`src/rtl/logic_gate_array.sv`:
```
// Array of independent logic gates, each with an inertial output delay of DELAY enabled cycles.
// Define LOGIC_GATE_ARRAY_TOGGLE_CNT_EN to build the per-channel saturating output-toggle counters.
module logic_gate_array #(
  parameter int CHANNELS = 4,
  parameter int NIN      = 2,
  parameter int DELAY    = 3,
  parameter int CW       = 16
) (
  input  logic                     clk,
  input  logic                     rst,
  input  logic                     en,
  input  logic [3*CHANNELS-1:0]    mode,
  input  logic [NIN*CHANNELS-1:0]  a,
  input  logic                     clr_cnt,
  output logic [CHANNELS-1:0]      y,
  output logic [CHANNELS-1:0]      pend,
  output logic [CW*CHANNELS-1:0]   toggles
);

  typedef enum logic {IDLE = 1'b0, PEND = 1'b1} state_t;

  localparam logic [3:0] DLY_M1 = 4'(DELAY - 1);

`ifndef LOGIC_GATE_ARRAY_TOGGLE_CNT_EN
  logic unused_clr;
  assign unused_clr = clr_cnt;
`endif

  genvar gi;
  generate
    for (gi = 0; gi < CHANNELS; gi++) begin : g_ch
      logic [NIN-1:0] in_w;
      logic           f;
      state_t         state_q, state_d;
      logic           y_q, y_d;
      logic           tgt_q, tgt_d;
      logic [3:0]     cnt_q, cnt_d;

      assign in_w = a[NIN*gi +: NIN];

      always_comb begin
        f = 1'b0;
        case (mode[3*gi +: 3])
          3'd0: f =  (&in_w);
          3'd1: f = ~(&in_w);
          3'd2: f =  (|in_w);
          3'd3: f = ~(|in_w);
          3'd4: f =  (^in_w);
          3'd5: f = ~(^in_w);
          3'd6: f = ~in_w[0];
          default: f = in_w[0];
        endcase
      end

      // A target that drops back before DELAY enabled edges is discarded (inertial delay).
      always_comb begin
        state_d = state_q;
        y_d     = y_q;
        tgt_d   = tgt_q;
        cnt_d   = cnt_q;
        if (en) begin
          case (state_q)
            IDLE: begin
              if (f != y_q) begin
                if (DELAY == 1) begin
                  y_d = f;
                end else begin
                  state_d = PEND;
                  tgt_d   = f;
                  cnt_d   = 4'd1;
                end
              end
            end
            default: begin
              if (f == tgt_q) begin
                if (cnt_q == DLY_M1) begin
                  y_d     = tgt_q;
                  state_d = IDLE;
                  cnt_d   = 4'd0;
                end else begin
                  cnt_d = cnt_q + 4'd1;
                end
              end else begin
                state_d = IDLE;
                cnt_d   = 4'd0;
              end
            end
          endcase
        end
      end

      always_ff @(posedge clk or posedge rst) begin
        if (rst) begin
          state_q <= IDLE;
          y_q     <= 1'b0;
          tgt_q   <= 1'b0;
          cnt_q   <= 4'd0;
        end else begin
          state_q <= state_d;
          y_q     <= y_d;
          tgt_q   <= tgt_d;
          cnt_q   <= cnt_d;
        end
      end

      assign y[gi]    = y_q;
      assign pend[gi] = (state_q == PEND);

`ifdef LOGIC_GATE_ARRAY_TOGGLE_CNT_EN
      logic [CW-1:0] tog_q, tog_d;

      always_comb begin
        tog_d = tog_q;
        if (clr_cnt) begin
          tog_d = '0;
        end else if ((y_d != y_q) && (tog_q != {CW{1'b1}})) begin
          tog_d = tog_q + 1'b1;
        end
      end

      always_ff @(posedge clk or posedge rst) begin
        if (rst) tog_q <= '0;
        else     tog_q <= tog_d;
      end

      assign toggles[CW*gi +: CW] = tog_q;
`else
      assign toggles[CW*gi +: CW] = '0;
`endif
    end
  endgenerate

endmodule

```
`config.mk`:
```
export PLATFORM = sky130hd
export DESIGN_NAME = logic_gate_array
export DESIGN_NICKNAME = d
export VERILOG_FILES = /design/src/rtl/logic_gate_array.sv
export SDC_FILE = /design/constraint.sdc
export NUM_CORES = 1
export LEC_CHECK = 0
export ABC_AREA = 1
export CORE_MARGIN = 4
export CORE_UTILIZATION = 42
export CTS_BUF_LIST = sky130_fd_sc_hd__clkbuf_16
export DETAILED_ROUTE_END_ITERATION = 12
export PLACE_DENSITY = 0.82
export SETUP_SLACK_MARGIN = 0.3
export SYNTH_ARGS = -nofsm -noshare
export SYNTH_HDL_FRONTEND = slang
export SYNTH_SLANG_ARGS = --single-unit
export TNS_END_PERCENT = 10
```
`constraint.sdc`:
```
create_clock -name clk -period 1.2 [get_ports clk]
set_input_delay 0.18 -clock clk [delete_from_list [all_inputs] [get_ports clk]]
set_output_delay 0.18 -clock clk [all_outputs]
set_load 0.05 [all_outputs]
```
### Word level (Yosys, flattened, before mapping)

Index checks and enable logic that the tools add are counted.

| storage, ports and cells | value |
|---|---|
| bits in registers | 28 |
| input bits | 24 |

| cells by class | value |
|---|---|
| add/sub/neg operators | 4 |
| equality and inequality tests | 36 |
| mux-type cells | 36 |
| bitwise gates (word level) | 20 |
| reduce and logical (&&, ||, !) cells | 32 |

Operator list:

| operator | number |
|---|---|
| two-way mux 4 bit | 16 |
| equality test 3 bit (second input constant) | 12 |
| one-hot mux 1 bit (7 select lines) | 4 |
| equality test 3 x 2 -> 1 bit (second input constant) | 8 |
| NOT 1 bit | 20 |
| adder 4 x 1 -> 4 bit (second input constant) | 4 |
| equality test 4 x 2 -> 1 bit (second input constant) | 4 |
| two-way mux 1 bit | 16 |
| AND reduction 2 bit | 8 |
| AND reduction 4 bit | 4 |
| equality test 3 x 1 -> 1 bit (second input constant) | 4 |
| logical NOT 3 bit | 4 |
| AND reduction 3 bit | 4 |
| nonzero test 2 bit | 4 |
| OR reduction 2 bit | 4 |
| parity 2 bit | 4 |
| equality test 1 bit | 4 |
| inequality test 1 bit | 4 |

### Longest topological paths before layout

Gate-level depths: netlist of the first run.

| logic depth | value |
|---|---|
| depth in word-level cells | 6 |
| gate-level depth with buffers | 14 |
| mapped depth without buffers | 14 |

### Worst setup path before layout of the first run

No wires, ideal clock.

| timing | value |
|---|---|
| path kind | input to register |
| from | in a[4] |
| to | reg g_ch[2].y_q |
| setup time | 117 ps |
| arrival time | 1,158 ps |
| slack | -75 ps |
| stages on the path | 12 |
| cell sequence | inv_1 ha_1 nand2_1 nand3_2 nand2_2 nand2_4 nand2_4 nand2_4 nand2_4 nand3_1 nand2_1 nand2_1 |

| between the ends | value |
|---|---|
| cells in the longest elaborated chain, start to end | 5 |
| elaborated cells between the ends (all ways) | 10 |
| classes of those cells | eq/ne (1); mux (1); bitwise (4); reduce/logical (4) |

RTL lines:

| what | RTL line | source |
|---|---|---|
| start: declaration | 13 | `input logic [NIN*CHANNELS-1:0] a,` |
| parity 2 bit (tied with other cells) | 48, 49 |  |
| NOT 1 bit (on tied branches) | 49, 45, 47 |  |
| one-hot mux 1 bit (7 select lines) * | 43 | `case (mode[3*gi +: 3])` |
| equality test 1 bit * | 75 | `if (f == tgt_q) begin` |
| AND reduction 4 bit (no source line) * | - |  |
| end signal: assignment | 100 | `y_q <= y_d;` |
| end: declaration | 35 | `logic y_q, y_d;` |

Every way passes the cells marked *; elsewhere a longest branch is shown, timed or not.
A chain may end at the register's enable or synchronous reset.

### Worst setup path in the final report of the first run

| timing | value |
|---|---|
| from | reg g_ch[0].cnt_q[0] |
| to | reg g_ch[0].cnt_q[3] |

| between the ends | value |
|---|---|
| cells in the longest elaborated chain, start to end | 4 |
| elaborated cells between the ends (all ways) | 5 |
| classes of those cells | add/sub (1); eq/ne (1); mux (3) |

RTL lines:

| what | RTL line | source |
|---|---|---|
| start: declaration | 37 | `logic [3:0] cnt_q, cnt_d;` |
| start signal: assignment | 102 | `cnt_q <= cnt_d;` |
| adder 4 x 1 -> 4 bit or equality test 4 x 2 -> 1 bit (tied branches) | 81, 76 |  |
| two-way mux 4 bit * | 76 | `if (cnt_q == DLY_M1) begin` |
| two-way mux 4 bit * | 75 |  |
| two-way mux 4 bit * | 62 | `case (state_q)` |

Marked as above.

==> impl_metrics.toml, run 1 <==
[run_status]
outcome = "finished, violations left"
violations = "negative setup slack"

[cells_and_area]
n_fill_cell = 539
multi_input_area_um2 = 1970
drive_above_1_share = 0.355
num-nets-final = 486
fin_util = 0.571
ff_latch_area_um2 = 711
fin_cells = 522
area_growth_pct = 29.0
antenna_cells = 0

[cts]
clkTransAtPathRegs_ns = 0.07
cts_root_buffer = "clkbuf_16"
cts_buffer_depth = 2
numCtsBuffers = 3
clock_sinks = 28
cts_tree = "done"
worstSkewPairLatency_ns = 0.26
h-tree-depth = 1

[job]
maxCapViolations = 0

[floorplanning]
die_h_um = 90.7
floorplan.die.width_um = 90.7
die-area_um2 = 8230
start_util = 0.442
rows = 29
io_pins = 96
coreArea_um2 = 6490

[critical_path]
path_cells = "inv_1, ha_2, nand2_2, nor2_4, inv_2, buf_4, nand4_1, nand2_1"
critPathMaxStageDelay_ns = 0.38
crit_required_ns = 1.35
start_kind = "flip-flop"
worstPathArrival_ns = 1.45
worst-r2r-cell-count = 8
worstSetupPathType = "reg2reg"
crit_fanout = 4
crit_slowest_cell = "dfrtp_1"
cp-end-kind = "flip-flop"

[sta]
skew_ns = 0.00467
setup_violations = 8
min_period_ns = 1.30
grt_setup_unrepaired = "yes"
report.final.hold_viol_count = 0
fin_crit_sh = 1.09
finalSetupTns_ns = -0.307
max_freq_ghz = 0.767
worst_slack_ns = -0.103
drv_slew = 0

[synthesis]
ys.warnings.count = 0
ys_async_sr_fraction = 1.00
yosysUniqueCellTypes = 18
syn_inst = 390
yosysSeqAreaShare = 0.244
syn_avg_cell_area_um2 = 7.37
ys_ff_latch = 28
syn_area_um2 = 2870
synth_edf_count = 0
synthFlopType = "dfrtp_1"

[route]
wire_per_inst_um = 12.8
ant_nets = 0
dr.first_iter.drc_count = 104
vias_per_cell = 4.79
drtPass1Iterations = 4
num_vias = 2499
drcViolationCount = 0
routed_wl_um = 6670

[global_route]
antenna_found_initial = 0
grt-ovfl-total = 0
grt.total_usage = 0.152
grt_max_degree = 29
grt_pass1_vias = 2441
grt_pass1_wl_um = 10600

[power]
finalPower_mw = 6.71
ir_worst_vdd_uv = 778
p_leak_nw = 2.03
power_per_cell_area_nw_per_um2 = 1810

[placement]
gp_congestion = 0.909
portBuffers = 30
post-dp-hpwl_um = 4600
dp_slack_ns = -0.713
dp.cells = 513

[min_path]
holdCritPathClass = "in2async"
-- final cells by class --
cell class                 count  area share
timing repair buffer          62       0.164
sequential                    28       0.192
inverter                      61      0.0651
tap                           77      0.0260
clock buffer                   3      0.0202
clock inverter                 1     0.00101
multi-input combinational    290       0.532
-- critical path: cells and delay by family, from the launching register on --
| kind | cells | cell delay (ns) |
|---|---|---|
| simple gates | 4 | 0.37 |
| flops | 1 | 0.38 |
| buf+inv | 3 | 0.26 |
| fa+ha+maj | 1 | 0.18 |
-- power by group --
part | total, mW | internal [mW] | leakage (nW) | switching (mW)
Sequential | 1.76 | 1.29 | 0.350 | 0.468
Combinational | 4.19 | 1.63 | 1.64 | 2.57
Clock | 0.754 | 0.446 | 0.0385 | 0.307
Total | 6.71 | 3.37 | 2.03 | 3.34
-- Yosys cell counts, types with 4 or more instances --
master	number	area, um2
inv_2	4	15.0
nand3_2	18	180
nand2_4	13	146
nand2_2	12	75.1
nor2_1	9	33.8
inv_1	57	214
buf_4	72	541
dfrtp_1	28	701
nand2_1	86	323
nand4_1	23	144
xor2_1	8	70.1
nand3_1	39	195
ha_1	16	200
-- sequential cells by signal, indices dropped and copies added (netlist names) --
register and flops:
g_ch.cnt_q 16, g_ch.y_q 4, g_ch.state_q 4, g_ch.tgt_q 4
-- through the flow --
stage	instance area, um2	hold slack, ns
6_report	3710	0.252
5_1_grt	3710	0.259
4_1_cts	3620	0.259
3_5_place_dp	3320	0.497
3_3_place_gp	3320	0.490
2_1_floorplan	3180	0.245
-- cell families after synthesis --
family                   synth area share
AO/OA/AOI/OAI                     0.00174
XOR/XNOR                           0.0244
adder cells (fa/ha/maj)            0.0697
buffers and inverters               0.271
flip-flops                          0.244
other                             0.00130
AND/OR/NAND/NOR                     0.388
-- layer usage --
layer,wire length [um],share of wire,track usage,vias up
li1,-,-,-,1207
met1,2390,0.36,0.159,1189
met2,3760,0.56,0.295,91
met3,395,0.059,0.0300,12
met4,121,0.018,0.0536,0
met5,0,0,0,-
-- cell usage in the layout (no fill, tap or decap), types with 2 or more instances in the layout --
| cell | instances |
|---|---|
| clkdlybuf4s50_1 | 5 |
| nor2_4 | 3 |
| buf_4 | 33 |
| clkbuf_16 | 3 |
| nand3_4 | 14 |
| nor2_2 | 3 |
| ha_2 | 2 |
| nand2_1 | 72 |
| ha_4 | 6 |
| buf_12 | 9 |
| nand3_2 | 13 |
| dlygate4sd2_1 | 7 |
| inv_4 | 5 |
| buf_2 | 3 |
| conb_1 | 64 |
| nand2_4 | 25 |
| inv_2 | 12 |
| dfrtp_1 | 20 |
| inv_1 | 44 |
| nor2_1 | 3 |
| buf_6 | 3 |
| nand3_1 | 31 |
| nand2_2 | 14 |
| ha_1 | 8 |
| xor2_1 | 8 |
| dfrtp_2 | 8 |
| nand4_1 | 23 |
-- path summary, 6_finish.rpt --
| path | start | to | slack [ns] |
|---|---|---|---|
| min in group clk | g_ch[2].cnt_q[3] | g_ch[2].cnt_q[3] | 0.50 |
| min | rst | g_ch[0].y_q | 0.25 |
| min reg2reg | g_ch[2].cnt_q[3] | g_ch[2].cnt_q[3] | 0.50 |
| max in group asynchronous | rst | g_ch[1].state_q | 0.77 |
| max reg2reg | g_ch[0].cnt_q[0] | g_ch[0].cnt_q[3] | -0.10 |
| max | g_ch[0].cnt_q[0] | g_ch[0].cnt_q[3] | -0.10 |
-- what timing repair did --
action,4_1_cts,5_1_grt
hold buffers,0,0
buffers inserted,3,2
setup endpoints to repair,36,36
resized for setup,102,26
pin swaps,41,32
(Power assumes the default switching activity.)
==> inputs of run 2 (changes only) <==
- SKIP_LAST_GASP: default -> 1
==> run 2 against run 1 <==
Compared with the run above:
- the flow still finishes with violations (negative setup slack)
- flip-flop and latch count is the same
- largest power group unchanged
- final cell count shrank 0.19%
- count of clock-buffer cells in the layout is the same
- combinational power is essentially flat
- critical endpoint is now g_ch[0].y_q
- sequential power is essentially flat
==> impl_metrics.toml, run 2 (synthesis gave the netlist of run 1 again) <==
[run_status]
outcome = "finished, violations left"
violations = "negative setup slack"

[sta]
drv_slew = 0
max_freq_ghz = 0.777
report.final.hold_viol_count = 0
timing.hold.ws_ns = 0.244
min_period_ns = 1.29
skew_ns = 0.00685
grt_setup_unrepaired = "yes"
setup_violations = 7
finalSetupTns_ns = -0.148
worst_slack_ns = -0.0878
fin_crit_sh = 1.07

[cts]
clkTransAtPathRegs_ns = 0.07
cts_tree = "done"
worstSkewPairLatency_ns = 0.26
cts_root_buffer = "clkbuf_16"
ctsHoldBuffers = 0
h-tree-depth = 1
numCtsBuffers = 3
clock_sinks = 28
cts_buffer_depth = 2

[cells_and_area]
num-nets-final = 485
n_fill_cell = 539
fin_area_um2 = 3690
layout_commonest_cell = "nand2_1"
largest_register_ffs = 16
ff_latch_area_um2 = 701
multi_input_area_um2 = 1990
fin_util = 0.568
layout_common_cells = "nand2_1, conb_1, inv_1, dfrtp_1, buf_4"
drive_above_1_share = 0.340
largest-register = "g_ch.cnt_q"
antenna_cells = 0
area_growth_pct = 28.4
fin_cells = 521

[critical_path]
reg2reg_slack_ns = -0.09
cp-end-kind = "flip-flop"
path_cells = "inv_1, ha_2, nand2_2, nor2_4, inv_2, nor2_2, nand2_2, nand2_1, o21ai_1"
crit_slowest_cell = "dfrtp_1"
cp_common_cell = "nand2_2"
crit_fanout = 5
critPathMaxStageDelay_ns = 0.38
start_kind = "flip-flop"
worstPathArrival_ns = 1.44
crit_required_ns = 1.35
worstSetupPathType = "reg2reg"

[power]
power_per_cell_area_nw_per_um2 = 1820
p_leak_nw = 2.03
ir_worst_vdd_uv = 780
finalPower_mw = 6.71

[global_route]
grt_max_degree = 29
grt_pass1_wl_um = 10500
grt_pass1_vias = 2409
grt.total_usage = 0.150
antenna_found_initial = 0
grt-ovfl-total = 0

[floorplanning]
rows = 29
start_util = 0.442
die-area_um2 = 8230
floorplan.die.width_um = 90.7
die_h_um = 90.7
io_pins = 96
coreArea_um2 = 6490

[job]
maxCapViolations = 0

[route]
drcViolationCount = 0
wire_per_inst_um = 13.1
num_vias = 2498
drtPass1Iterations = 4
dr.first_iter.drc_count = 82
vias_per_cell = 4.79
ant_nets = 0
routed_wl_um = 6820

[placement]
portBuffers = 30
gp_congestion = 0.909
dp_slack_ns = -0.713
dpl_cell_area_um2 = 3320
dp.cells = 513
post-dp-hpwl_um = 4600

[min_path]
holdCritPathClass = "in2async"
## run 2: path summary, 6_finish.rpt
check                                       from                to  cells after the start
worst max register to register  g_ch[0].cnt_q[0]       g_ch[0].y_q                      9
max in group asynchronous                    rst  g_ch[2].cnt_q[3]                      3
worst min register to register  g_ch[2].cnt_q[3]  g_ch[2].cnt_q[3]                      2
min in group clk                g_ch[2].cnt_q[3]  g_ch[2].cnt_q[3]                      2
worst min-delay path                         rst       g_ch[0].y_q                      3
worst max-delay path            g_ch[0].cnt_q[0]       g_ch[0].y_q                      9
## run 2: power by group
part | internal [mW] | switching (mW)
registers | 1.27 | 0.476
logic | 1.61 | 2.58
clock network | 0.447 | 0.316
total | 3.33 | 3.38
## run 2: final cells by class
type	instances	share of cell area
tap	77	0.0261
timing repair buffer	61	0.159
inverter	61	0.0647
clock buffer	3	0.0203
sequential	28	0.190
clock inverter	1	0.00102
multi-input combinational	290	0.539
## run 2: critical path: cells and delay by family (launching register included)
kind / cells / cell delay [ns]
AOI/OAI and AO/OA: 1 / 0.07
buffers and inverters: 2 / 0.13
DFF: 1 / 0.38
and+or+nand+nor: 5 / 0.41
adders and majority gates: 1 / 0.18
## run 2: what timing repair did
item                                    in CTS  in global routing
gates resized for setup                     77                 34
cloned                                       0                  0
hold endpoints to repair                     0                  0
endpoints found under the setup margin      36                 36
pin swaps                                   30                 22
setup buffers                                3                  1
## run 2: metal layers
layer	wire, um	GRT usage	share of wire	vias to the layer above
li1	-	-	-	1201
met1	2460	0.158	0.36	1185
met5	0	0	0	-
met2	3780	0.298	0.55	94
met4	191	0.0383	0.028	0
met3	387	0.0283	0.057	18
